===== src/rtl/raw_pkg.sv =====
// rtl/raw_pkg.sv - shared constants and read-FSM state type for the raw hit buffer readout.
// RAW_READOUT_TRAILER_EN adds the TRAIL state.
package raw_pkg;

  localparam int RAW_ADDR_W          = 8;
  localparam int RAW_DATA_W          = 288;
  localparam int RAW_FRAME_W         = 16;
  localparam int RAW_FRAMES_PER_WORD = 18;
  localparam logic [7:0] RAW_TRAILER_ID = 8'hDE;

`ifdef RAW_READOUT_TRAILER_EN
  typedef enum logic [2:0] {
    RD_IDLE  = 3'd0,
    RD_SETA  = 3'd1,
    RD_WAITD = 3'd2,
    RD_CAPT  = 3'd3,
    RD_SHIFT = 3'd4,
    RD_TRAIL = 3'd5,
    RD_REL   = 3'd6
  } raw_rd_state_t;
`else
  typedef enum logic [2:0] {
    RD_IDLE  = 3'd0,
    RD_SETA  = 3'd1,
    RD_WAITD = 3'd2,
    RD_CAPT  = 3'd3,
    RD_SHIFT = 3'd4,
    RD_REL   = 3'd6
  } raw_rd_state_t;
`endif

endpackage


===== src/rtl/raw_req_fifo.sv =====
// rtl/raw_req_fifo.sv - synchronous FIFO of pending block-start addresses.
module raw_req_fifo #(
  parameter int DEPTH = 4,
  parameter int WIDTH = 8
) (
  input  logic             clk,
  input  logic             rst_n,
  input  logic             push_i,
  input  logic [WIDTH-1:0] wdata_i,
  input  logic             pop_i,
  output logic [WIDTH-1:0] rdata_o,
  output logic             full_o,
  output logic             empty_o
);

  localparam int PW = $clog2(DEPTH);

  logic [WIDTH-1:0] mem_q [DEPTH];
  logic [PW:0]      wptr_q, rptr_q;
  logic             do_push, do_pop;

  assign do_push = push_i && !full_o;
  assign do_pop  = pop_i && !empty_o;

  // Extra pointer bit distinguishes full from empty when the indices match.
  assign empty_o = (wptr_q == rptr_q);
  assign full_o  = (wptr_q[PW] != rptr_q[PW]) && (wptr_q[PW-1:0] == rptr_q[PW-1:0]);
  assign rdata_o = mem_q[rptr_q[PW-1:0]];

  always_ff @(posedge clk or negedge rst_n) begin
    if (!rst_n) begin
      wptr_q <= '0;
      rptr_q <= '0;
    end else begin
      if (do_push) wptr_q <= wptr_q + 1'b1;
      if (do_pop)  rptr_q <= rptr_q + 1'b1;
    end
  end

  always_ff @(posedge clk) begin
    if (do_push) mem_q[wptr_q[PW-1:0]] <= wdata_i;
  end

endmodule


===== src/rtl/raw_readout.sv =====
// rtl/raw_readout.sv - reads queued blocks from the raw hit buffer and ships them as 16-bit frames.
// RAW_READOUT_TRAILER_EN appends a {8'hDE, len} trailer frame to every block.
module raw_readout
  import raw_pkg::*;
#(
  parameter int ADDR_W    = RAW_ADDR_W,
  parameter int DATA_W    = RAW_DATA_W,
  parameter int FRAME_W   = RAW_FRAME_W,
  parameter int REQ_DEPTH = 4
) (
  input  logic               clk,
  input  logic               rst_n,
  input  logic               req_valid,
  input  logic [ADDR_W-1:0]  req_addr,
  output logic               req_ready,
  input  logic [7:0]         wblock,
  output logic [ADDR_W-1:0]  adr,
  input  logic [DATA_W-1:0]  dr,
  output logic [ADDR_W-1:0]  adb,
  output logic [FRAME_W-1:0] dout,
  output logic               dout_valid,
  input  logic               dout_ready,
  output logic               dout_last,
  output logic               busy
);

  localparam int FPW    = DATA_W / FRAME_W;
  localparam int FCNT_W = $clog2(FPW);
  localparam logic [FCNT_W-1:0] LAST_FRAME = FCNT_W'(FPW - 1);

`ifdef RAW_READOUT_TRAILER_EN
  localparam raw_rd_state_t END_ST = RD_TRAIL;
`else
  localparam raw_rd_state_t END_ST = RD_REL;
`endif

  raw_rd_state_t      state_q, state_d;
  logic [ADDR_W-1:0]  base_q, base_d;
  logic [ADDR_W-1:0]  adr_q, adr_d;
  logic [ADDR_W-1:0]  adb_q, adb_d;
  logic [7:0]         len_q, len_d;
  logic [7:0]         wcnt_q, wcnt_d;
  logic [FCNT_W-1:0]  fcnt_q, fcnt_d;
  logic [DATA_W-1:0]  sr_q, sr_d;

  logic               fifo_full, fifo_empty, fifo_pop;
  logic [ADDR_W-1:0]  fifo_rdata;

  assign req_ready = !fifo_full;
  assign adr       = adr_q;
  assign adb       = adb_q;
  assign busy      = (state_q != RD_IDLE) || !fifo_empty;

  raw_req_fifo #(
    .DEPTH (REQ_DEPTH),
    .WIDTH (ADDR_W)
  ) u_req_fifo (
    .clk     (clk),
    .rst_n   (rst_n),
    .push_i  (req_valid && req_ready),
    .wdata_i (req_addr),
    .pop_i   (fifo_pop),
    .rdata_o (fifo_rdata),
    .full_o  (fifo_full),
    .empty_o (fifo_empty)
  );

  always_comb begin
    state_d  = state_q;
    base_d   = base_q;
    adr_d    = adr_q;
    adb_d    = adb_q;
    len_d    = len_q;
    wcnt_d   = wcnt_q;
    fcnt_d   = fcnt_q;
    sr_d     = sr_q;
    fifo_pop = 1'b0;
    case (state_q)
      RD_IDLE: begin
        if (!fifo_empty) begin
          fifo_pop = 1'b1;
          base_d   = fifo_rdata;
          len_d    = wblock;
          wcnt_d   = '0;
          if (wblock == 8'd0) begin
            state_d = END_ST;
          end else begin
            adr_d   = fifo_rdata;
            state_d = RD_SETA;
          end
        end
      end
      RD_SETA:  state_d = RD_WAITD;
      RD_WAITD: state_d = RD_CAPT;
      RD_CAPT: begin
        sr_d    = dr;
        fcnt_d  = '0;
        state_d = RD_SHIFT;
      end
      RD_SHIFT: begin
        if (dout_ready) begin
          sr_d   = sr_q >> FRAME_W;
          fcnt_d = fcnt_q + 1'b1;
          if (fcnt_q == LAST_FRAME) begin
            wcnt_d = wcnt_q + 8'd1;
            if (wcnt_q + 8'd1 == len_q) begin
              state_d = END_ST;
            end else begin
              adr_d   = adr_q + 1'b1;
              state_d = RD_SETA;
            end
          end
        end
      end
`ifdef RAW_READOUT_TRAILER_EN
      RD_TRAIL: begin
        if (dout_ready) state_d = RD_REL;
      end
`else
`endif
      RD_REL: begin
        // Releasing the block hands base..base+len-1 back to the writer.
        adb_d   = base_q + ADDR_W'(len_q);
        state_d = RD_IDLE;
      end
      default: state_d = RD_IDLE;
    endcase
  end

  always_comb begin
    dout       = '0;
    dout_valid = 1'b0;
    dout_last  = 1'b0;
    case (state_q)
      RD_SHIFT: begin
        dout       = sr_q[FRAME_W-1:0];
        dout_valid = 1'b1;
`ifdef RAW_READOUT_TRAILER_EN
        dout_last  = 1'b0;
`else
        dout_last  = (fcnt_q == LAST_FRAME) && (wcnt_q + 8'd1 == len_q);
`endif
      end
`ifdef RAW_READOUT_TRAILER_EN
      RD_TRAIL: begin
        dout       = FRAME_W'({RAW_TRAILER_ID, len_q});
        dout_valid = 1'b1;
        dout_last  = 1'b1;
      end
`else
`endif
      default: ;
    endcase
  end

  always_ff @(posedge clk or negedge rst_n) begin
    if (!rst_n) begin
      state_q <= RD_IDLE;
      base_q  <= '0;
      adr_q   <= '0;
      adb_q   <= '0;
      len_q   <= '0;
      wcnt_q  <= '0;
      fcnt_q  <= '0;
      sr_q    <= '0;
    end else begin
      state_q <= state_d;
      base_q  <= base_d;
      adr_q   <= adr_d;
      adb_q   <= adb_d;
      len_q   <= len_d;
      wcnt_q  <= wcnt_d;
      fcnt_q  <= fcnt_d;
      sr_q    <= sr_d;
    end
  end

endmodule


===== config.mk =====
export PLATFORM = sky130hd
export DESIGN_NAME = raw_readout
export DESIGN_NICKNAME = d
export VERILOG_FILES = /design/src/rtl/raw_pkg.sv /design/src/rtl/raw_req_fifo.sv /design/src/rtl/raw_readout.sv
export SDC_FILE = /design/constraint.sdc
export NUM_CORES = 1
export LEC_CHECK = 0
export CAP_MARGIN = 15
export CORE_MARGIN = 8
export CORE_UTILIZATION = 50
export CTS_CLUSTER_SIZE = 12
export DETAILED_ROUTE_END_ITERATION = 8
export HOLD_SLACK_MARGIN = 0.15
export PLACE_DENSITY_LB_ADDON = 0.05
export RECOVER_POWER = 50
export SKIP_LAST_GASP = 1
export SLEW_MARGIN = 5
export SYNTH_ARGS = -nofsm -noshare
export SYNTH_HDL_FRONTEND = slang
export SYNTH_HIERARCHICAL = 1
export SYNTH_SLANG_ARGS = --single-unit

===== constraint.sdc =====
create_clock -name clk -period 4.8 [get_ports clk]
set_input_delay 0.96 -clock clk [delete_from_list [all_inputs] [get_ports clk]]
set_output_delay 0.96 -clock clk [all_outputs]
set_load 0.03 [all_outputs]

; ---- Word level (Yosys, flattened, before mapping)
; Memories as Yosys holds them, arrays and structs flattened.
; Index checks and enable logic that the tools add are counted.
[classes]
n_reduce_logical = 18
add_sub_neg = 6
eq_ne = 15
bitwise_logic = 1
n_mux = 27
[ops]
columns = cell, count
row1 = one-hot mux 288 bit (2 select lines), 1
row2 = 2-to-1 mux 288 bit, 1
row3 = 2-to-1 mux 8 bit, 8
row4 = one-hot mux 8 bit (2 select lines), 2
row5 = "adder 8 x 1 -> 8 bit, second input constant", 2
row6 = 2-to-1 mux 16 bit, 1
row7 = 2-to-1 mux 3 bit, 5
row8 = one-hot mux 3 bit (5 select lines), 1
row9 = "!= test 2 bit, second input constant", 5
row10 = one-hot mux 5 bit (2 select lines), 1
row11 = adder 8 bit, 1
row12 = == test 8 bit, 1
row13 = zero test 8 bit, 1
row14 = "adder 3 x 1 -> 3 bit, second input constant", 2
row15 = "== test 3 x 2 -> 1 bit, second input constant", 2
row16 = "== test 3 bit, second input constant", 2
row17 = 2-to-1 mux 1 bit, 6
row18 = AND reduction 6 bit, 1
row19 = "adder 5 x 1 -> 5 bit, second input constant", 1
row20 = "== test 5 bit, second input constant", 1
row21 = logical AND 1 bit, 5
row22 = 2-to-1 mux 5 bit, 1
row23 = AND reduction 2 bit, 2
row24 = AND reduction 4 bit, 1
row25 = 11 further kinds, 13
[totals]
in_bits = 308
out_inout_bits = 36
reg_bits = 342
ramBits = 32
mem_count = 1
elab_cells = 78
[memory_table]
columns = name, depth, word_bits, rd, rd_ports_with_merged_regs, wr, line_no
row1 = u_req_fifo.mem_q, 4, 8, 1, 0, 1, raw_req_fifo.sv:18  ; logic [WIDTH-1:0] mem_q [DEPTH];

; ---- Logic depth before layout (Yosys ltp)
[depth]
depth_word = 7
ltp_mapped = 9
depth_no_buf = 9

; ---- Modules after synthesis
; The synthesis kept the hierarchy.
[by_module_without_submodules]
columns = module, cells_each, seq_area_each_um2, n_inst, area_per_inst_um2
row1 = raw_readout, 1847, 8408.1, 1, 15655.0
row2 = raw_req_fifo, 90, 1111.1, 1, 1695.4

; ---- Worst setup path after synthesis
; OpenSTA, ideal clock, no wires.
[synth_timing]
kind = register -> output
startpoint = register state_q[0]
endpoint = output port dout_last
arrival_time_ns = 2.351
path_slack_ns = 1.489
path_buffers = 3
path_stages_with_launch = 9
t_required_ns = 3.840
cell_sequence = dfrtp_1 -> nor2b_1 -> nand2b_1 -> inv_1 -> buf_2 -> buf_1 -> clkbuf_1 -> nand2_1 -> nor3_1
[synth_via]
elab_chain_cells = 2
[synth_rtl]
columns = item, line_no
row1 = start: declaration, raw_readout.sv:37  ; raw_rd_state_t state_q, state_d;
row2 = start signal: assignment, raw_readout.sv:167  ; state_q <= state_d;
row3 = == test 3 bit, raw_readout.sv:134  ; case (state_q)
row4 = 2-to-1 mux 1 bit, raw_readout.sv:134
row5 = end: declaration, raw_readout.sv:23  ; output logic dout_last,
; No other way between the ends.

; ---- Worst setup path in the final report
[layout_timing]
startpoint = register wcnt_q[0]
endpoint = output port dout_last
[layout_via]
elab_chain_cells = 4
[layout_rtl]
columns = item, line_no
row1 = start: declaration, raw_readout.sv:42  ; logic [7:0] wcnt_q, wcnt_d;
row2 = start signal: assignment, raw_readout.sv:172  ; wcnt_q <= wcnt_d;
row3 = adder 8 x 1 -> 8 bit, raw_readout.sv:141  ; dout_last = (fcnt_q == LAST_FRAME) && (wcnt_q + 8'd1 == len_q);
row4 = == test 8 bit, raw_readout.sv:141
row5 = logical AND 1 bit, raw_readout.sv:141
row6 = 2-to-1 mux 1 bit, raw_readout.sv:134
; No other way between the ends.

==> parameters.txt <==
Parameter                              Value

Run status
  Status    finished, violations left
  Failing checks    max-capacitance violations, max-slew violations

Global routing
  Antenna violations before repair    8
  Global-route wire length before repair    79,900 µm
  Final global-route overflow total    0
  Via count of the first global-routing pass    14,812
  Pin count of the biggest net entering global routing    140
  Global-route usage over all layers    0.237

Critical path
  Startpoint of the worst register-to-register path    state_q[2]
  Critical-path maximum fanout    10
  Arrival time reported for the critical path endpoint    3.38 ns
  Endpoint type of the worst setup path    primary output
  CP Class    reg2out
  Logic depth of the worst register-to-register path    8
  Reg-to-Reg End    adr[5]
  Beginning of the critical path    wcnt_q[0]
  Worst setup SP type    flop
  R2r setup slk    1.46 ns
  Critical path required time    3.84 ns

Min path
  Hold Path End    adb[2]
  Class of the tightest hold or removal check    reg2reg
  Cell count of the worst hold path    2
  Source of the worst hold timing path    adb[2]

Logic synthesis
  Synth warn    6
  Number of standard cells after synthesis    1,937
  Count of cell types in the netlist    60
  Yosys top cell by area    dfrtp_1
  Number of synthesized flops with an enable pin    32
  Most used DFF post-synth    dfrtp_1
  Biggest area contributors in the synthesized netlist    dfrtp_1, nand2_1, a31oi_1
  Mean cell area of the mapped netlist    8.96 µm²
  Fraction of synthesized cell area taken by the top area cell type    0.493
  Net Count, Synth    2,262
  Count of state elements after synthesis    374
  Async S/R FF share, synth    0.914
  Top cells by instance count after synthesis    nand2_1, dfrtp_1, nor2_1
  Netlist area before placement    17,400 µm²
  Sequential cell area fraction in the yosys report    0.549
  Top-count cell post-synth    nand2_1

Layout
  Layout Area Growth over Synthesis    28.9%
  Final #Nets    2,528
  Share of post-route cells with drive strength above 1    0.0506
  Register Area    9520 µm²
  Multi-input gate area    7200 µm²
  Number of non-filler instances in the completed layout    2,693
  Filler Cells Inserted    2,938

STA
  Fin crit share    0.904
  Crit path time final    4.34 ns
  Least-Margin Pin Slew    3.60 ns
  Count of final setup violators    0
  Sum of negative setup slack    0 ns
  Maximum frequency from static timing analysis    0.230 GHz
  Unrepaired setup endpoints after global routing    false
  Hold Worst Slack    0.480 ns
  Fin. Hold Viols    0
  Final setup skew    0.0115 ns
  Max-slew violations    138
  Worst-case headroom to the max-slew limit    -1.40

Pwr
  VDD IR-drop max    0.317 mV
  Power spent charging and discharging nets    5.52 mW
  Sequential cell fraction of total power    0.387
  Net switching share of the total power    0.386
  Pwr dens    640 nW/µm²
  Total internal power    8.79 mW
  Clock Power Share    0.218
  Power share of the combinational group    0.396
  Pleak    9.22 nW

Route
  Sum of met2 wire segment lengths after detailed routing    23,300 µm
  DRT antenna net count    0
  Detailed router's first-iteration violation count    1,259
  Count of unresolved DRC violations after routing    0
  Drt first pass iters    5
  Vias per std cell    5.52
  Number of vias after detailed routing    14,877
  Wire per inst    18.6 µm
  Sum of met3 wire segment lengths after detailed routing    3170 µm
  Detailed-route wire length on metal 1    22,600 µm
  Total wire length after detailed routing    50,200 µm
  Top routing layer used    met5

Clocking
  # Post-CTS Setup Buffers    0
  Clock transition time at the flip-flop clock pins of the worst setup and hold paths    0.06 ns
  Clk Latency, worst-skew pair    0.53 ns
  TritonCTS clock tree    yes
  Hold bufs inserted after CTS    0
  CTS max path bufs    3
  Number of buffers created by CTS    42
  Clock Sinks    374
  Number of gates given a new drive strength after cts    0
  Library cell used as clock root buffer    clkbuf_16
  Number of levels the H-tree was split into    2

Run
  Max_cap viols    1

Floorplanning
  Initial Utilization    0.505
  IO Pins    344
  Core box area    34,400 µm²
  Overall die area    40,900 µm²
  Number of placement rows    68
  Height of the die    202 µm
  Die span in x    202 µm

Place
  Placed Cells incl. Taps    2,614
  # port buffers    343
  Dpl hpwl    34,700 µm
  Routability congestion estimate from global placement    0.860
==> routing by layer <==
metal / global-route usage / vias to the layer above
li1: - / 7168
met1: 0.334 / 7179
met3: 0.0517 / 81
met4: 0.0611 / 10
met5: 0 / -
met2: 0.369 / 439
==> cells in the final DEF (no fill, tap or decap), drive strengths merged, types with 17 or more instances in the layout <==
cell type | synthesis | layout
nand2 | 584 | 584
dfrtp | 342 | 342
clkdlybuf4s50 | 0 | 334
nor2 | 290 | 290
a31oi | 276 | 276
clkbuf | 126 | 74
edfxtp | 32 | 32
o21ai | 25 | 25
inv | 22 | 23
nand3 | 19 | 19
and2 | 17 | 17
==> worst max-delay path, cell delays in order (launching register included) <==
cell and delay, ns:
dfrtp_1 0.45, ha_1 0.35, xor2_1 0.18, a311oi_1 0.48, nand4b_4 0.28, nor3_1 0.39
clkdlybuf4s50_1 0.74
==> state kept, by name, indices dropped and copies added, names as in the netlist <==
name,cells
len_q,8
u_req_fifo/rptr_q,3
base_q,8
adr,8
wcnt_q,8
state_q,3
sr_q,288
adb,8
u_req_fifo/wptr_q,3
fcnt_q,5
u_req_fifo/mem_q,32
==> metrics by stage <==
step | setup slack, ns | total power [mW] | util | instance area [µm²]
final | 0.459 | 14.3 | 0.651 | 22400
after global routing | 0.310 | 15.4 | 0.651 | 22400
after CTS | 0.596 | 14.4 | 0.652 | 22400
after detailed placement | 1.17 | 11.3 | 0.613 | 21100
after global placement | 1.23 | 11.1 | 0.613 | 21100
after floorplan | 1.49 | 9.51 | - | 17400
==> power groups by stage <==
stage / Sequential (mW) / Clock, mW / Combinational, mW
after global routing: 5.70 / 3.29 / 6.37
after global placement: 5.52 / 0 / 5.55
after floorplan: 5.37 / 0 / 4.13
after CTS: 5.53 / 3.17 / 5.73
final: 5.54 / 3.11 / 5.66
after detailed placement: 5.58 / 0 / 5.69
==> cell type report <==
type                    instances  share of cell area
flip-flops and latches        374               0.426
multi-input cells            1402               0.322
repair buffers                361               0.163
clock buffers                  70              0.0586
well taps                     455              0.0254
inverters                      22             0.00403
clock inverters                 5             0.00129
diodes                          4            0.000447
==> worst max-delay path by stage <==
stage | end | slack, ns | depth (start not counted)
2_1_floorplan | dout_last | 1.49 | 8
3_3_place_gp | dout_last | 1.23 | 6
3_5_place_dp | dout_last | 1.17 | 7
4_1_cts | dout_last | 0.60 | 6
5_1_grt | dout_last | 0.31 | 6
6_report | dout_last | 0.46 | 6
==> logic make-up after synthesis <==
group                    synth area share
AND/OR/NAND/NOR                     0.218
AO/OA/AOI/OAI                       0.148
flip-flops                          0.549
buffers and inverters              0.0358
XOR/XNOR                           0.0144
multiplexers                       0.0227
adder cells (fa/ha/maj)            0.0127
No activity file was read; power rests on OpenSTA's default activity.
